### src/rtl/adsr_envelope_pkg.sv
// Shared state encodings and helpers for the ADSR envelope stage.
// Imported by the envelope top and its prescaler.
package adsr_envelope_pkg;

  typedef enum logic [2:0] {
    ST_IDLE    = 3'd0,
    ST_ATTACK  = 3'd1,
    ST_DECAY   = 3'd2,
    ST_SUSTAIN = 3'd3,
    ST_RELEASE = 3'd4
  } adsr_state_e;

  localparam logic [7:0] LEVEL_MAX = 8'hFF;
  localparam logic [7:0] LEVEL_MIN = 8'h00;

  // IDLE and SUSTAIN never step, so their rate is irrelevant.
  function automatic logic [3:0] rate_sel(
    input adsr_state_e st,
    input logic [3:0]  a,
    input logic [3:0]  d,
    input logic [3:0]  r
  );
    logic [3:0] v;
    v = 4'd0;
    unique case (st)
      ST_ATTACK:  v = a;
      ST_DECAY:   v = d;
      ST_RELEASE: v = r;
      default:    v = 4'd0;
    endcase
    return v;
  endfunction

endpackage

### src/rtl/adsr_envelope_tick_prescaler.sv
// Free-running prescaler: one-clk tick every 2**PRESC_W cycles.
// Not cleared by anything but reset, so the time base never jitters.
module tick_prescaler #(
  parameter int PRESC_W = 8
) (
  input  logic clk,
  input  logic rst,
  output logic o_tick
);

  logic [PRESC_W-1:0] r_cnt;

  always_ff @(posedge clk) begin
    if (rst) r_cnt <= '0;
    else     r_cnt <= r_cnt + 1'b1;
  end

  assign o_tick = &r_cnt;

endmodule

### src/rtl/adsr_envelope.sv
// ADSR envelope generator feeding the PWM duty input.
// Level is registered, so downstream may sample on any cycle.
module adsr_envelope
  import adsr_envelope_pkg::*;
#(
  parameter int PRESC_W = 8
) (
  input  logic       clk,
  input  logic       rst,
  input  logic       gate,
  input  logic [3:0] attack_rate,
  input  logic [3:0] decay_rate,
  input  logic [7:0] sustain_level,
  input  logic [3:0] release_rate,
  output logic [7:0] level,
  output logic [2:0] state,
  output logic       active
);

  adsr_state_e r_state;
  logic [7:0]  r_level;
  logic [3:0]  r_rate_cnt;
  logic        r_gate_q;

  adsr_state_e w_nxt_state;
  logic [7:0]  w_nxt_level;
  logic [3:0]  w_nxt_cnt;
  logic [3:0]  w_rate;
  logic [3:0]  w_cnt_adv;
  logic        w_tick;
  logic        w_step;
  logic        w_rise;

  tick_prescaler #(
    .PRESC_W (PRESC_W)
  ) u_presc (
    .clk    (clk),
    .rst    (rst),
    .o_tick (w_tick)
  );

  assign w_rise = gate & ~r_gate_q;
  assign w_rate = rate_sel(r_state, attack_rate,
                           decay_rate, release_rate);
  assign w_step = w_tick & (r_rate_cnt == w_rate);

  always_comb begin
    w_cnt_adv = r_rate_cnt;
    if (w_tick) begin
      if (w_step) w_cnt_adv = 4'd0;
      else        w_cnt_adv = r_rate_cnt + 4'd1;
    end
  end

  always_ff @(posedge clk) begin
    if (rst) begin
      r_state    <= ST_IDLE;
      r_level    <= LEVEL_MIN;
      r_rate_cnt <= 4'd0;
      r_gate_q   <= 1'b0;
    end else begin
      r_state    <= w_nxt_state;
      r_level    <= w_nxt_level;
      r_rate_cnt <= w_nxt_cnt;
      r_gate_q   <= gate;
    end
  end

  // Retrigger keeps the level so a re-pressed note does not click.
  always_comb begin
    w_nxt_state = r_state;
    w_nxt_level = r_level;
    w_nxt_cnt   = w_cnt_adv;
    if (w_rise) begin
      w_nxt_state = ST_ATTACK;
      w_nxt_cnt   = 4'd0;
    end else begin
      unique case (r_state)
        ST_IDLE: begin
          w_nxt_level = LEVEL_MIN;
        end
        ST_ATTACK: begin
          if (!gate) begin
            w_nxt_state = ST_RELEASE;
            w_nxt_cnt   = 4'd0;
          end else if (r_level == LEVEL_MAX) begin
            w_nxt_state = ST_DECAY;
            w_nxt_cnt   = 4'd0;
          end else if (w_step) begin
            w_nxt_level = r_level + 8'd1;
          end
        end
        ST_DECAY: begin
          if (!gate) begin
            w_nxt_state = ST_RELEASE;
            w_nxt_cnt   = 4'd0;
          end else if (r_level <= sustain_level) begin
            w_nxt_state = ST_SUSTAIN;
            w_nxt_cnt   = 4'd0;
          end else if (w_step) begin
            w_nxt_level = r_level - 8'd1;
          end
        end
        ST_SUSTAIN: begin
          if (!gate) begin
            w_nxt_state = ST_RELEASE;
            w_nxt_cnt   = 4'd0;
          end else begin
            w_nxt_level = sustain_level;
          end
        end
        ST_RELEASE: begin
          if (r_level == LEVEL_MIN) begin
            w_nxt_state = ST_IDLE;
            w_nxt_cnt   = 4'd0;
          end else if (w_step) begin
            w_nxt_level = r_level - 8'd1;
          end
        end
        default: begin
          w_nxt_state = ST_IDLE;
          w_nxt_level = LEVEL_MIN;
          w_nxt_cnt   = 4'd0;
        end
      endcase
    end
  end

  always_comb begin
    level  = r_level;
    state  = r_state;
    active = (r_state != ST_IDLE);
  end

endmodule

### config.mk
export PLATFORM = sky130hd
export DESIGN_NAME = adsr_envelope
export DESIGN_NICKNAME = d
export VERILOG_FILES = /design/src/rtl/adsr_envelope_pkg.sv /design/src/rtl/adsr_envelope_tick_prescaler.sv /design/src/rtl/adsr_envelope.sv
export SDC_FILE = /design/constraint.sdc
export NUM_CORES = 1
export LEC_CHECK = 0
export ABC_AREA = 0
export ABC_CLOCK_PERIOD_IN_PS = 3500
export BUFFER_PORTS_ARGS = -buffer_cell sky130_fd_sc_hd__buf_2
export CORE_ASPECT_RATIO = 1.1
export CORE_MARGIN = 5
export CORE_UTILIZATION = 57
export DETAILED_ROUTE_END_ITERATION = 10
export GPL_TIMING_DRIVEN = 1
export MAX_ROUTING_LAYER = met4
export PLACE_DENSITY = 0.78
export REMOVE_ABC_BUFFERS = 1
export SYNTH_ARGS = -nofsm -noshare
export SYNTH_HDL_FRONTEND = slang
export SYNTH_SLANG_ARGS = --single-unit
### constraint.sdc
create_clock -name clk -period 3.5 [get_ports clk]
set_input_delay 0.7 -clock clk [delete_from_list [all_inputs] [get_ports clk]]
set_output_delay 0.7 -clock clk [all_outputs]
set_load 0.01 [all_outputs]
# [Yosys cells after proc, flatten, opt, wreduce, memory -nomap -nowiden]
# Index checks and enable logic that the tools add are counted.
[op_classes] div_mod_pow=0 n_eq_ne=22 n_reduce_logical=8 n_lt_le_gt_ge=1 multipliers=0 n_mux=27 n_addsub=4 shifts=0 n_bitwise=5
[op_table] operator="$mux W8" count=8
[op_table] operator="$mux W4" count=8
[op_table] operator="$pmux W8 S4" count=1
[op_table] operator="$ne A2 B2 Y1 const B" count=10
[op_table] operator="$pmux W4 S5" count=1
[op_table] operator="$mux W3" count=6
[op_table] operator="$add A8 B1 Y8 const B" count=2
[op_table] operator="$reduce_and A8 Y1" count=2
[op_table] operator="$pmux W3 S5" count=1
[op_table] operator="$ne A3 B3 Y1 const B" count=4
[op_table] operator="$pmux W4 S3" count=1
[op_table] operator="$reduce_and A5 Y1" count=2
[op_table] operator="$eq A8 B8 Y1 const B" count=1
[op_table] operator="$le A8 B8 Y1" count=1
[op_table] operator="$logic_not A8 Y1" count=1
[op_table] operator="$ne A4 B4 Y1 const B" count=2
[op_table] operator="$sub A8 B1 Y8 const B" count=1
[op_table] operator="$eq A3 B2 Y1 const B" count=2
[op_table] operator="$add A4 B1 Y4 const B" count=1
[op_table] operator="$eq A4 B4 Y1" count=1
[op_table] operator="$eq A3 B1 Y1 const B" count=1
[op_table] operator="$eq A3 B3 Y1 const B" count=1
[op_table] operator="$logic_not A3 Y1" count=1
[op_table] operator="$not A1 Y1" count=3
[op_table] operator="4 further kinds" count=5
[totals] mem_bits_ro=0 mem_bits_rw=0 mem_count=0 word_cells=73 latch_bits=0 regBits=24

# [Depth between registers and ports, before layout]
[logic_depth] word_depth=9 ltp_mapped=13 mapped_depth_nobuf=10

# [Modules after synthesis]
# A second synthesis with hierarchy kept.
[unflattened] hier_cells=273 area_unflattened_um2=2179.6
[by_module_without_submodules] mod="adsr_envelope" cells_each=238 area_per_inst_um2=1863.0 instances=1
[by_module_without_submodules] mod="tick_prescaler" cells_each=35 area_per_inst_um2=316.6 instances=1

# [Worst setup path before layout]
# Ideal clock, no wire load.
[synth_path] kind="register -> register" start="register r_state[1], in the netlist state[1]" end="register r_level[7], in the netlist level[7]" setup_time_ns=0.072 t_arrival_ns=3.104 slack_ns=0.324 stages_incl_launch_ff=13 period_less_slack_ns=3.176 path_cell_list="dfxtp_1 buf_6 clkbuf_1 clkbuf_1 xor2_1 nor2b_1 ha_1 a211o_1 a2111oi_0 o211ai_1 a21oi_1 o31ai_1 mux2i_1"
[synth_between] elab_chain_len=8 elab_cells_between_ends=20 cone_classes="eq/ne (12); mux (6); bitwise (1); reduce/logical (1)"
[synth_lines] element="start: declaration" line="adsr_envelope.sv:20" rtl="adsr_state_e r_state;"
[synth_lines] element="start signal: assignment" line="adsr_envelope.sv:62" rtl="r_state <= w_nxt_state;"
[synth_lines] element="$eq A3 B3 Y1 (tied with other cells)" line="adsr_envelope_pkg.sv:25, adsr_envelope.sv:78"
[synth_lines] element="$pmux W4 S3" line="adsr_envelope_pkg.sv:25" rtl="unique case (st)"
[synth_lines] element="$eq A4 B4 Y1" line="adsr_envelope.sv:45" rtl="assign w_step = w_tick & (r_rate_cnt == w_rate);"
[synth_lines] element="$and A1 B1 Y1" line="adsr_envelope.sv:45"
[synth_lines] element="$mux W8 (3 in a row)"
[synth_lines] element="$pmux W8 S4" line="adsr_envelope.sv:78" rtl="unique case (r_state)"
[synth_lines] element="end signal: assignment" line="adsr_envelope.sv:63" rtl="r_level <= w_nxt_level;"
[synth_lines] element="end: declaration" line="adsr_envelope.sv:21" rtl="logic [7:0] r_level;"
# Parallel ways exist; a longest one is shown, timed or not. The select of a mux whose other input is x is not followed.
# A chain may end at the register's enable or synchronous reset.

# [Worst setup path in the final report]
[layout_path] start="register r_state[2], in the netlist state[2]" end="register r_level[7], in the netlist level[7]"
# Same word-level chain as after synthesis.

==> impl_metrics.env <==
export IMPL_p_leak_nw=1.03
export IMPL_async_reset_ff_frac=0
export IMPL_first_iter_violations=313
export IMPL_clkTransAtPathRegs_ns=0.09
export IMPL_io_buffer_count=34
export IMPL_area_delta_synth_final_pct=12.9
export IMPL_setup_violations=0
export IMPL_clock_path_buffers=2
export IMPL_ant_nets=0
export IMPL_die_area_um2=5160
export IMPL_final_common_cell="buf_2"
export IMPL_drc=0
export IMPL_rows=23
export IMPL_worstHoldStart="u_presc.r_cnt[0]"
export IMPL_yosys_warnings=0
export IMPL_reg2reg_depth=9
export IMPL_cts_sinks=24
export IMPL_n_fill_cell=351
export IMPL_first_pass_iters=4
export IMPL_h_tree_depth=1
export IMPL_num_nets_final=351
export IMPL_fin_skew_ns=0.00343
export IMPL_period_share=0.827
export IMPL_rsz0062_at_grt="no"
export IMPL_period_minus_slack_ns=2.90
export IMPL_synth_top_cell_by_area="dfxtp_1"
export IMPL_post_cts_buffers=0
export IMPL_n_antenna_cell=0
export IMPL_fmax_ghz=0.345
export IMPL_grt_max_degree=29
export IMPL_vias_per_cell=6.26
export IMPL_timing_rr_end="level[7]"
export IMPL_slew_limit_headroom=0.569
export IMPL_min_delay_path_depth=1
export IMPL_worstMarginPinSlew_ns=0.631
export IMPL_synth_edf_count=0
export IMPL_r2r_start="state[2]"
export IMPL_maxCapViolCount=0
export IMPL_synthCells=279
export IMPL_drt_total_wl_um=5880
export IMPL_grt_ovfl_total=0
export IMPL_status="completed"
export IMPL_cts_resized=0
export IMPL_ys_seq_elements=24
export IMPL_cts_made_buffers=3
export IMPL_synth_main_ff_cell="dfxtp_1"
export IMPL_cts_tree="done"
export IMPL_core_um2=3680
export IMPL_netlist_area_um2=2180
export IMPL_die_h_um=74.9
export IMPL_vdd_drop_max_v=0.000258
export IMPL_yosysSeqAreaShare=0.220
export IMPL_whs_endpoint="u_presc.r_cnt[0]"
export IMPL_die_w_um=69.0
export IMPL_cp_end_kind="flip-flop"
export IMPL_cts_hold_buffers=0
export IMPL_place_hpwl_um=4200
export IMPL_ios=35
export IMPL_drive_gt1_frac=0.165
export IMPL_cts_root_buf="clkbuf_8"
export IMPL_place_congestion=0.929
export IMPL_initial_core_util=0.592
export IMPL_slew_viol_final=0
export IMPL_final_cell_mix="buf_2 (34), nand2_1 (25), dfxtp_1 (24), o21ai_0 (21)"
export IMPL_grt_pass1_vias=2120
export IMPL_worstPathArrival_ns=3.10
export IMPL_reg2reg_slack_ns=0.60
export IMPL_yosysTopAreaCellShare=0.220
export IMPL_preCtsSetupSlack_ns=0.682
export IMPL_tns_ns=0
export IMPL_crit_type="reg -> reg"
export IMPL_synth_cell_types=58
export IMPL_crit_fanout=7
export IMPL_grt_pass1_wl_um=9600
export IMPL_cp_start_kind="flip-flop"
export IMPL_clk_latency_ns=0.27
export IMPL_antenna_found_initial=0
export IMPL_syn_avg_cell_area_um2=7.81
export IMPL_required_ns=3.71
export IMPL_worstHoldPathType="reg -> reg"
export IMPL_synthTopCellsByArea="dfxtp_1 (22%), ha_1 (9.2%), o21ai_0 (4.8%), nand2_1 (4.3%), a21oi_1 (3.9%)"
export IMPL_dp_cells=356
export IMPL_grt_use_total=0.248
export IMPL_hold_viol=0
export IMPL_p_per_area_nw_per_um2=274
export IMPL_layoutNonFillerInstCount=360
export IMPL_wire_per_inst_um=16.3
export IMPL_num_vias=2252
export IMPL_finalWorstSetupSlack_ns=0.605
-- sequential cells by signal, indices dropped and copies added (netlist names) --
name / count
level: 8
r_gate_q: 1
r_rate_cnt: 4
state: 3
u_presc.r_cnt: 8
-- critical path, stage by stage (launching register included) --
cell,delay [ns]
dfxtp_1,0.35
xor2_1,0.18
nor2b_1,0.48
ha_1,0.36
a211o_1,0.33
a2111oi_0,0.59
o211ai_1,0.15
a21oi_1,0.17
o31ai_1,0.09
mux2i_1,0.13
-- area by class of cell --
class,count,area (µm²),share of cell area
Tap cell,50,62.6,0.0254
Sequential cell,24,480,0.195
Multi-Input combinational cell,228,1590,0.646
Inverter,17,63.8,0.0259
Clock buffer,3,41.3,0.0168
Timing Repair Buffer,37,193,0.0783
Clock inverter,1,30.0,0.0122
-- kinds of logic after synthesis --
group | Yosys count | synth area share
and+or+nand+nor | 114 | 0.297
AOI/OAI and AO/OA | 77 | 0.241
buffers and inverters | 27 | 0.0505
DFF | 24 | 0.220
adders and majority gates | 17 | 0.101
xor gates and xnor gates | 11 | 0.0442
muxes | 9 | 0.0459
-- report_power, final --
| group | leakage [nW] | switching, mW | total (mW) | internal [mW] |
|---|---|---|---|---|
| combinational | 0.796 | 0.0789 | 0.137 | 0.0577 |
| sequential | 0.195 | 0.00819 | 0.288 | 0.280 |
| clock | 0.0357 | 0.0957 | 0.249 | 0.153 |
| total | 1.03 | 0.183 | 0.673 | 0.490 |
-- stage by stage --
stage          hold slack, ns  area [µm²]   util  power, mW
2_1_floorplan           0.416        2130      -      0.382
3_3_place_gp            0.430        2390  0.648      0.424
3_5_place_dp            0.442        2390  0.648      0.427
4_1_cts                 0.461        2460  0.668      0.674
5_1_grt                 0.492        2460  0.668      0.702
6_report                0.462        2460  0.668      0.673
-- metal layers --
| layer | share of wire | vias to the layer above | track usage |
|---|---|---|---|
| met2 | 0.47 | 81 | 0.403 |
| met5 | 0 | - | - |
| met4 | 0.013 | 0 | 0.0584 |
| met3 | 0.076 | 10 | 0.0433 |
| li1 | - | 1098 | - |
| met1 | 0.44 | 1063 | 0.320 |
-- synthesized netlist by cell type, types with 9 or more instances --
library cell,n
nand3_1,9
o21ai_0,21
nand2_1,25
dfxtp_1,24
inv_1,17
ha_1,16
nor2_1,17
a21oi_1,17
nor2b_1,10
-- how the worst max path moves through the flow --
stage	start	endpoint	slack [ns]	depth (start not counted)
6_report	state[2]	level[7]	0.60	9
5_1_grt	state[2]	level[7]	0.36	9
4_1_cts	state[2]	level[7]	0.63	9
3_5_place_dp	state[2]	level[7]	0.68	9
3_3_place_gp	state[2]	level[7]	0.71	9
2_1_floorplan	state[1]	level[7]	0.59	9
No activity file was read; power rests on OpenSTA's default activity.
